**src/rtl/prog_loader.sv**
```systemverilog
// rtl/prog_loader.sv - program loader: validates {op,imm} beats and writes program RAM; optional LOADER_CHECKSUM_EN trailer check
module prog_loader #(
    parameter int ADDR_W = 8,
    parameter int DEPTH  = 256
) (
    input  logic              clk,
    input  logic              rst_n,
    input  logic              start,
    input  logic              in_valid,
    output logic              in_ready,
    input  logic [7:0]        in_op,
    input  logic [7:0]        in_imm,
    input  logic              in_last,
    output logic              mem_we,
    output logic [ADDR_W-1:0] mem_addr,
    output logic [15:0]       mem_wdata,
    output logic              cpu_hold,
    output logic              done,
    output logic              error,
    output logic [1:0]        err_code,
    output logic [ADDR_W:0]   word_count
);

    typedef enum logic [2:0] {
        S_IDLE,
        S_LOAD,
        S_CHECK,
        S_DONE,
        S_ERR
    } state_t;

    localparam logic [ADDR_W:0] DEPTH_C = (ADDR_W+1)'(DEPTH);

    state_t              r_state;
    state_t              w_next;
    logic [ADDR_W:0]     r_count;
    logic                r_mem_we;
    logic [ADDR_W-1:0]   r_mem_addr;
    logic [15:0]         r_mem_wdata;
    logic [1:0]          r_err_code;
    logic                w_accept;
    logic                w_full;
    logic                w_legal;
    logic                w_write;
    logic                w_err_set;
    logic [1:0]          w_err_val;
`ifdef LOADER_CHECKSUM_EN
    logic [7:0]          r_sum;
`endif

    // MY8CPU opcode map; everything outside this set is rejected
    function automatic logic f_legal(input logic [7:0] op);
        return op inside {[8'h00:8'h15], 8'h18, 8'h19, 8'h1C, 8'h1D,
                          [8'h20:8'h29], [8'h2C:8'h2E],
                          8'h30, 8'h34, 8'h38, 8'h3C};
    endfunction

    assign in_ready = ((r_state == S_LOAD) || (r_state == S_CHECK)) && !start;
    assign w_accept = in_valid && in_ready;
    assign w_full   = (r_count == DEPTH_C);
    assign w_legal  = f_legal(in_op);

    // State register
    always_ff @(posedge clk or negedge rst_n) begin
        if (!rst_n) r_state <= S_IDLE;
        else        r_state <= w_next;
    end

    // Next-state, write and error decisions; start overrides every state
    always_comb begin
        w_next    = r_state;
        w_write   = 1'b0;
        w_err_set = 1'b0;
        w_err_val = 2'd0;
        if (start) begin
            w_next = S_LOAD;
        end else begin
            case (r_state)
                S_LOAD: begin
                    if (w_accept) begin
                        if (w_full) begin
                            w_next    = S_ERR;
                            w_err_set = 1'b1;
                            w_err_val = 2'd2;
                        end else if (!w_legal) begin
                            w_next    = S_ERR;
                            w_err_set = 1'b1;
                            w_err_val = 2'd1;
                        end else begin
                            w_write = 1'b1;
`ifdef LOADER_CHECKSUM_EN
                            if (in_last) w_next = S_CHECK;
`else
                            if (in_last) w_next = S_DONE;
`endif
                        end
                    end
                end
`ifdef LOADER_CHECKSUM_EN
                S_CHECK: begin
                    // Trailer beat: only the immediate carries the checksum
                    if (w_accept) begin
                        if (in_imm == r_sum) begin
                            w_next = S_DONE;
                        end else begin
                            w_next    = S_ERR;
                            w_err_set = 1'b1;
                            w_err_val = 2'd3;
                        end
                    end
                end
`endif
                default: ;
            endcase
        end
    end

    // Write port, word counter and error code; counter never passes DEPTH since overflow beats are dropped
    always_ff @(posedge clk or negedge rst_n) begin
        if (!rst_n) begin
            r_mem_we    <= 1'b0;
            r_mem_addr  <= '0;
            r_mem_wdata <= '0;
            r_count     <= '0;
            r_err_code  <= 2'd0;
`ifdef LOADER_CHECKSUM_EN
            r_sum       <= 8'd0;
`endif
        end else begin
            r_mem_we <= w_write;
            if (start) begin
                r_count    <= '0;
                r_err_code <= 2'd0;
`ifdef LOADER_CHECKSUM_EN
                r_sum      <= 8'd0;
`endif
            end else begin
                if (w_write) begin
                    r_mem_addr  <= r_count[ADDR_W-1:0];
                    r_mem_wdata <= {in_op, in_imm};
                    r_count     <= r_count + 1'b1;
`ifdef LOADER_CHECKSUM_EN
                    r_sum       <= r_sum + in_op + in_imm;
`endif
                end
                if (w_err_set) r_err_code <= w_err_val;
            end
        end
    end

    assign mem_we     = r_mem_we;
    assign mem_addr   = r_mem_addr;
    assign mem_wdata  = r_mem_wdata;
    assign word_count = r_count;
    assign err_code   = r_err_code;
    assign done       = (r_state == S_DONE);
    assign error      = (r_state == S_ERR);
    assign cpu_hold   = (r_state != S_DONE);

endmodule

```
**config.mk**
```make
export PLATFORM = sky130hd
export DESIGN_NAME = prog_loader
export DESIGN_NICKNAME = d
export VERILOG_FILES = /design/src/rtl/prog_loader.sv
export SDC_FILE = /design/constraint.sdc
export NUM_CORES = 1
export LEC_CHECK = 0
export CAP_MARGIN = 30
export CORE_UTILIZATION = 44
export DETAILED_ROUTE_END_ITERATION = 10
export PLACE_DENSITY_LB_ADDON = 0.25
export SETUP_SLACK_MARGIN = 0.5
export SLEW_MARGIN = 20
export SYNTH_ARGS = -nofsm -noshare
export SYNTH_HDL_FRONTEND = slang
export SYNTH_SLANG_ARGS = --single-unit
```
**constraint.sdc**
```tcl
create_clock -name clk -period 2.3 [get_ports clk]
set_input_delay 0.46 -clock clk [delete_from_list [all_inputs] [get_ports clk]]
set_output_delay 0.46 -clock clk [all_outputs]
set_load 0.05 [all_outputs]
```
* After elaboration in Yosys (flattened, before gate mapping)
Cells that the tools add are included.
** Storage, ports and cells
- Bits in registers :: 39
- Bits in latches :: 0
- RAM bits :: 0
- Bits in read-only memories :: 0
- Bits of input ports :: 21
- Memories :: 0
** Operators by class
- $add $sub $neg :: 1
- Multipliers :: 0
- Divide/modulo/power cells :: 0
- Magnitude comparators :: 6
- Eq/ne operators :: 15
- Shifts and indexed selects :: 0
- Mux-type cells :: 24
- Bitwise logic cells :: 1
- Reductions and logical operators :: 14
** Operator list (number)
- $eq A8 B5 Y1 const B :: 4
- $eq A8 B6 Y1 const B :: 4
- $mux W3 :: 6
- $mux W9 :: 2
- $ge A8 B6 Y1 const B :: 2
- $le A8 B6 Y1 const B :: 2
- $mux W1 :: 11
- $reduce_bool A11 Y1 :: 1
- $mux W2 :: 5
- $add A9 B1 Y9 const B :: 1
- $eq A9 B9 Y1 const B :: 1
- $ge A8 B1 Y1 const B :: 1
- $le A8 B5 Y1 const B :: 1
- $reduce_bool A2 Y1 :: 4
- $eq A3 B2 Y1 const B :: 2
- $logic_and A1 B1 Y1 :: 5
- $ne A4 B4 Y1 const B :: 1
- $eq A3 B1 Y1 const B :: 1
- $eq A3 B3 Y1 const B :: 1
- $ne A3 B2 Y1 const B :: 1
- $reduce_and A3 Y1 :: 1
- $reduce_and A2 Y1 :: 1
- $logic_not A1 Y1 :: 1
- $logic_or A1 B1 Y1 :: 1
- $not A1 Y1 :: 1

* Longest topological paths before layout
Gate-level depths: netlist of the first run.
- Word-level depth :: 10
- Depth in mapped cells :: 8
- Gate-level depth less buffers :: 7

* Worst setup path after synthesis of the first run
Ideal clock, no wire load.
- Kind :: register to register
- Start :: reg r_count[0] (netlist: word_count[0])
- End :: reg r_mem_wdata[10] (netlist: mem_wdata[10])
- Setup time :: 0.125 ns
- Arrival time :: 2.236 ns
- Required time :: 2.175 ns
- Slack :: -0.061 ns
- Stages on the path, launching flop included :: 8
- Path buffers :: 1
- Cell sequence :: dfrtp_1 > inv_1 > ha_1 > or4bb_1 > or2_4 > o2111ai_4 > clkbuf_8 > mux2_2
** Between the ends
- Longest elaborated chain between the ends :: 6
** Ends and longest elaborated chain
- start, declared :: RTL line 36 : logic [ADDR_W:0] r_count;
- start signal, assigned :: RTL line 141 : r_count <= r_count + 1'b1;
- $eq A9 B9 Y1 :: RTL line 60 : assign w_full = (r_count == DEPTH_C);
- $mux W1 :: RTL line 81 : if (w_full) begin
- $mux W1 :: RTL line 80 : if (w_accept) begin
- $mux W1 :: RTL line 78 : case (r_state)
- $mux W1 :: RTL line 75 : if (start) begin
- $reduce_and A2 Y1 (no source line)
- end signal, assigned :: RTL line 140 : r_mem_wdata <= {in_op, in_imm};
- end, declared :: RTL line 39 : logic [15:0] r_mem_wdata;
No other way between the ends.
A chain may end at the register's enable or synchronous reset.

* Worst setup path after layout of the first run
- Start :: reg r_count[0] (netlist: word_count[0])
- End :: reg r_mem_wdata[8] (netlist: mem_wdata[8])
The elaborated chain is that of the path after synthesis.

==> results of run 1 <==
-- per-stage QoR --
stage	hold WS [ps]	TNS, ps	instance area, sq um	instances
CTS	35.11	0	2823	278
detailed placement	359.2	-180.7	2579	263
finish	27.98	0	2949	287
global route	43.10	0	2949	287
global placement	355.8	0	2579	263
floorplan	164.4	0	1805	140
-- metal layers --
| metal | part of all wire [%] | global-route usage [%] |
|---|---|---|
| met5 | 0 | 0 |
| met3 | 5.8 | 6.162 |
| met2 | 53 | 47.53 |
| met4 | 2.3 | 6.944 |
| met1 | 39 | 29.90 |
-- power by group --
part	internal [mW]	switching (mW)	leakage, nW	total (mW)
logic	0.288	0.494	0.968	0.782
clock network	0.432	0.253	0.0644	0.685
registers	0.784	0.0653	0.504	0.849
total	1.50	0.812	1.54	2.32
-- state kept, by name, summed over array words and instances (netlist names) --
signal and count:
mem_addr 8, err_code 2, r_state 3, word_count 9
mem_we 1, mem_wdata 16
-- cell type report --
class | instances | share of cell area, %
Sequential cell | 39 | 33.43
Multi-Input combinational cell | 90 | 29.40
Timing Repair Buffer | 94 | 29.19
Clock buffer | 5 | 2.333
Clock inverter | 3 | 2.291
Tap cell | 48 | 2.036
Inverter | 8 | 1.315
-- critical path: stages (launching register included) --
cell	delay, ps
dfrtp_2	410
inv_2	90
ha_4	120
or4bb_4	470
or2_4	280
o2111ai_4	130
buf_6	170
buf_16	130
mux2_4	300
-- cell usage in the layout, fill, tap and decap left out, types with 3 or more instances in the layout --
cell / count
buf_2: 3
dfrtp_2: 8
mux2_4: 20
dlygate4sd2_1: 30
dfrtp_1: 31
nor2_1: 4
clkbuf_2: 5
clkbuf_8: 5
nand2_1: 10
nor3_2: 3
buf_4: 23
o21ai_2: 4
buf_6: 8
nand3_1: 3
clkdlybuf4s50_1: 15
clkdlybuf4s15_1: 3
inv_1: 4
-- Yosys cell counts (all sizes together), types with 2 or more instances --
cell type | instances | share of area (%)
nand3 | 4 | 1.1
nand2b | 2 | 0.72
a22o | 2 | 1.0
and2 | 3 | 1.1
a211o | 2 | 1.0
nand2 | 12 | 2.6
buf | 2 | 1.5
dfrtp | 39 | 56
a21oi | 2 | 0.57
xnor2 | 2 | 1.0
nor2 | 6 | 1.4
nor3b | 2 | 0.86
o21ai | 6 | 1.7
ha | 2 | 1.4
nor3 | 5 | 1.4
mux2 | 21 | 14
or2 | 2 | 0.86
a21o | 2 | 0.86
inv | 8 | 1.7
-- worst min path at each step --
stage | start | endpoint | slack [ps] | cells past startpoint
CTS | rst_n | mem_wdata[6] | 40 | 1
floorplan | rst_n | err_code[0] | 160 | 0
global placement | rst_n | mem_addr[7] | 360 | 1
detailed placement | rst_n | mem_wdata[6] | 360 | 1
finish | rst_n | mem_wdata[6] | 30 | 1
global route | rst_n | mem_wdata[6] | 40 | 1
-- repair_timing --
item,4_1_cts,5_1_grt
pin swaps,4,7
setup buffers,6,9
hold endpoints to repair,0,0
cloned,1,0
setup endpoints to repair,78,50
resized for setup,71,44
-- logic make-up after synthesis --
group / after synthesis
flip-flops: 39
AND/OR/NAND/NOR: 41
AO/OA/AOI/OAI: 22
multiplexers: 22
XOR/XNOR: 3
buffers and inverters: 11
adder cells (fa/ha/maj): 2
==> impl_metrics.csv, run 1 <==
group,metric,value,unit
finish,ff_latch_area,985.9,sq um
sta,fmaxAchievable,456.4,MHz
setup_path,critical_path_arrival,2380,ps
global_route,grt_pass1_wl,7976,microns
floorplanning,initial_utilization,46.90,%
setup_path,endpoint_kind,"register",
clock_network,clk_pin_slew_worst_paths,80,ps
finish,fillers,222,
synthesis,syn_nets,163,
finish,antenna-diode-count,0,
floorplanning,die_x,64.94,microns
power,vdd_drop_max,0.0006018,V
synthesis,muxShareOfSynthArea,14.14,%
sta,fin_crit_sh,95.27,%
synthesis,synth-compound-area-share,10.27,%
synthesis,synthArstFlopShare,100.0,%
clock_network,root_buffer,"clkbuf_8",
route,drt_iter0_drc,50,
synthesis,ys_ff_latch,39,
global_route,gr-total-overflow,0,
sta,finalHoldViolCount,0,
route,wl_per_cell,18.55,microns
setup_path,critical_path_required,2490,ps
synthesis,netlist_instances,140,
floorplanning,die_h,64.94,microns
setup_path,r2r_cells,8,
floorplanning,dieArea,0.004217,sq mm
finish,fin_util,79.36,%
global_route,grt_max_degree,18,
synthesis,syn_area,0.001743,sq mm
floorplanning,core-area,0.003716,sq mm
synthesis,synth_edf_count,0,
synthesis,ys.warnings.count,0,
setup_path,cp_max_fo,7,
global_route,antenna_found_initial,0,
sta,rsz0062_at_grt,"yes",
clock_network,cts_hold_buf,0,
finish,area_growth,69.20,%
synthesis,synth_cell_type_count,39,
global_route,grt_util_all_layers,25.98,%
placed_design,hpwl,3049,microns
sta,finalClockSkew,9.390,ps
clock_network,clk_latency,310,ps
route,num_vias,1530,
route,drtPass1Iterations,4,
clock_network,clk_path_buf_depth,2,
route,ant_nets,0,
power,p_leak,1.536,nW
job,drv_cap,0,
route,drt-vias-per-instance,5.331,
global_route,grt_pass1_vias,1577,
floorplanning,pin_count,61,
synthesis,synth_area_per_cell,12.45,sq um
sta,worst_slack,108.9,ps
synthesis,ys.flop_type,"dfrtp_1",
clock_network,htreeDepth,2,
placed_design,place_ws,-68.84,ps
setup_path,path_class,"register to register",
clock_network,clock_sinks,39,
sta,finalSetupViolations,0,
setup_path,worstReg2RegEnd,"mem_wdata[8]",
finish,fin_nets,261,
clock_network,cts_tree,"done",
sta,slew_headroom,65.98,%
setup_path,critPathLaunch,"word_count[0]",
finish,drive_above_1_share,45.61,%
synthesis,synth_xor_area_share,1.508,%
synthesis,synth_top_family_by_area,"multiplexers",
setup_path,start_kind,"register",
floorplanning,fp-row-count,22,
setup_path,r2r-start,"word_count[0]",
synthesis,synth_fa_ha_area_share,1.436,%
placed_design,gp_congestion,0.8370,
placed_design,io_buffer_count,60,
power,total_power,2.317,mW
route,totalWireLength,5325,microns
sta,layout_min_cycle_time,2191,ps
finish,multiInputGateArea,867.1,sq um
setup_path,endpoint,"mem_wdata[8]",
sta,maxSlewViolCount,0,
run_status,status,"finished, final reports clean",
power,powerDensity,785.5,mW/mm^2
worst_hold_path,hp-class,"input port to async pin",
route,drc,0,
synthesis,ys_seq_area_share,55.99,%
clock_network,numCtsBuffers,5,
synthesis,synth_simple_gate_area_share,12.63,%
setup_path,r2r_slack,110,ps
sta,worst_pin_slew,512.4,ps
No activity file was read; power rests on OpenSTA's default activity.
==> run 2: changes to the inputs <==
--- a/config.mk
+++ b/config.mk
@@ -6,7 +6,7 @@
 export NUM_CORES = 1
 export LEC_CHECK = 0
 export CAP_MARGIN = 30
-export CORE_UTILIZATION = 44
+export CORE_UTILIZATION = 45
 export DETAILED_ROUTE_END_ITERATION = 10
 export PLACE_DENSITY_LB_ADDON = 0.25
 export SETUP_SLACK_MARGIN = 0.5
==> constraint.sdc (replaced) <==
create_clock -name clk -period 2.6 [get_ports clk]
set_input_delay 0.52 -clock clk [delete_from_list [all_inputs] [get_ports clk]]
set_output_delay 0.52 -clock clk [all_outputs]
set_load 0.05 [all_outputs]
==> run 2 against run 1 <==
Against the previous run:
- power decreased by 15%
- cell area fell by 4.8%
- via count decreased by 6.7%
- critical path type unchanged
- non-clock buffer count fell by 14
- die area down 2.1%
- critical endpoint is now word_count[2]
==> impl_metrics.csv, run 2 (synthesis gave the netlist of run 1 again) <==
group,metric,value,unit
finish,largest_register_ffs,16,
sta,maxSlewViolCount,0,
global_route,antenna_found_initial,0,
finish,final_common_cell,"clkdlybuf4s50_1",
setup_path,cp_max_fo,8,
sta,finalClockSkew,5.108,ps
route,wl_per_cell,15.64,microns
sta,finalHoldViolCount,0,
floorplanning,initial_utilization,47.25,%
sta,layout_min_cycle_time,2161,ps
setup_path,critical_path_arrival,2350,ps
route,drt_iter0_drc,46,
worst_hold_path,hp-class,"input port to async pin",
setup_path,start_kind,"register",
setup_path,critical_path_required,2790,ps
clock_network,cts_hold_buf,0,
placed_design,place_ws,15.73,ps
setup_path,endpoint_kind,"register",
clock_network,cts_tree,"done",
setup_path,path_class,"register to register",
floorplanning,die_x,64.24,microns
setup_path,r2r-start,"word_count[1]",
sta,worst_slack,439.1,ps
global_route,grt_util_all_layers,22.06,%
clock_network,clk_path_buf_depth,2,
route,drtPass1Iterations,5,
route,totalWireLength,4269,microns
placed_design,gp_congestion,0.7833,
global_route,grt_pass1_vias,1509,
power,powerDensity,705.2,mW/mm^2
finish,drive_above_1_share,33.33,%
route,drt-vias-per-instance,5.227,
clock_network,htreeDepth,2,
placed_design,hpwl,2745,microns
floorplanning,core-area,0.003689,sq mm
setup_path,crit_chain,"inv_2 > ha_4 > or4bb_1 > or2_4 > o2111ai_4 > buf_6 > nor3b_1 > a211o_1",
clock_network,clk_pin_slew_worst_paths,80,ps
clock_network,clock_sinks,39,
finish,fin_nets,247,
sta,fin_crit_sh,83.11,%
setup_path,r2r_slack,440,ps
clock_network,numCtsBuffers,5,
setup_path,critPathLaunch,"word_count[1]",
setup_path,cpMaxStageDelayCell,"dfrtp_2",
setup_path,slowest_delay,420,ps
power,vdd_drop_max,0.0004175,V
floorplanning,fp-row-count,22,
clock_network,root_buffer,"clkbuf_8",
route,ant_nets,0,
route,drc,0,
global_route,gr-total-overflow,0,
run_status,status,"finished, final reports clean",
floorplanning,pin_count,61,
sta,holdWs,319.5,ps
sta,finalSetupViolations,0,
global_route,grt_pass1_wl,6768,microns
sta,fmaxAchievable,462.8,MHz
sta,worst_pin_slew,849.1,ps
job,drv_cap,0,
power,p_leak,1.386,nW
finish,antenna-diode-count,0,
clock_network,clk_latency,300,ps
power,total_power,1.979,mW
sta,tns,0,ps
finish,mostFrequentLayoutCells,"50 x clkdlybuf4s50_1, 31 x dfrtp_1, 20 x mux2_4",
finish,area_growth,61.02,%
sta,rsz0062_at_grt,"yes",
sta,slew_headroom,43.39,%
route,num_vias,1427,
floorplanning,die_h,64.24,microns
floorplanning,dieArea,0.004126,sq mm
placed_design,io_buffer_count,60,
global_route,grt_max_degree,40,
finish,fin_util,76.09,%
-- run 2: what timing repair did --
action | in CTS | in global routing
buffers inserted | 10 | 2
gates resized for setup | 20 | 22
pin swaps | 3 | 2
cloned | 2 | 0
setup endpoints to repair | 31 | 36
-- run 2: stage by stage --
stage | cells | instance area (sq um)
6_report | 273 | 2806
5_1_grt | 273 | 2806
4_1_cts | 271 | 2728
3_5_place_dp | 251 | 2462
3_3_place_gp | 251 | 2462
2_1_floorplan | 140 | 1792
-- run 2: final timing paths --
| path | end | depth (start not counted) |
|---|---|---|
| worst max-delay path | word_count[2] | 8 |
| worst min-delay path | mem_wdata[4] | 1 |
| worst max register to register | word_count[2] | 8 |
| worst min register to register | mem_wdata[15] | 1 |
| max in group asynchronous | word_count[0] | 1 |
| min in group clk | mem_wdata[15] | 1 |
-- run 2: per-layer routing --
metal / track usage [%] / routed length (microns) / vias to the layer above
met5: 0 / 0 / -
met2: 37.90 / 2078 / 52
met1: 25.76 / 1855 / 707
li1: - / - / 661
met4: 8.333 / 58 / 0
met3: 6.786 / 277 / 7
-- run 2: report_power, final --
group | internal [mW] | switching [mW]
clock | 0.286 | 0.221
sequential | 0.693 | 0.0520
combinational | 0.302 | 0.424
total | 1.28 | 0.698
-- run 2: critical path: cells and delay by family (launching register included) --
family | cells | cell delay, ps
compound gates | 2 | 470
fa+ha+maj | 1 | 120
simple gates | 3 | 750
buf+inv | 2 | 280
flops | 1 | 420
-- run 2: layout make-up --
class                           instances  area (sq um)
Clock buffer                            5         68.82
Clock inverter                          3         43.79
Fill cell                             243         882.1
Inverter                                8         35.03
Multi-Input combinational cell         90         837.1
Sequential cell                        39         985.9
Tap cell                               48         60.06
Timing Repair Buffer                   80         775.7
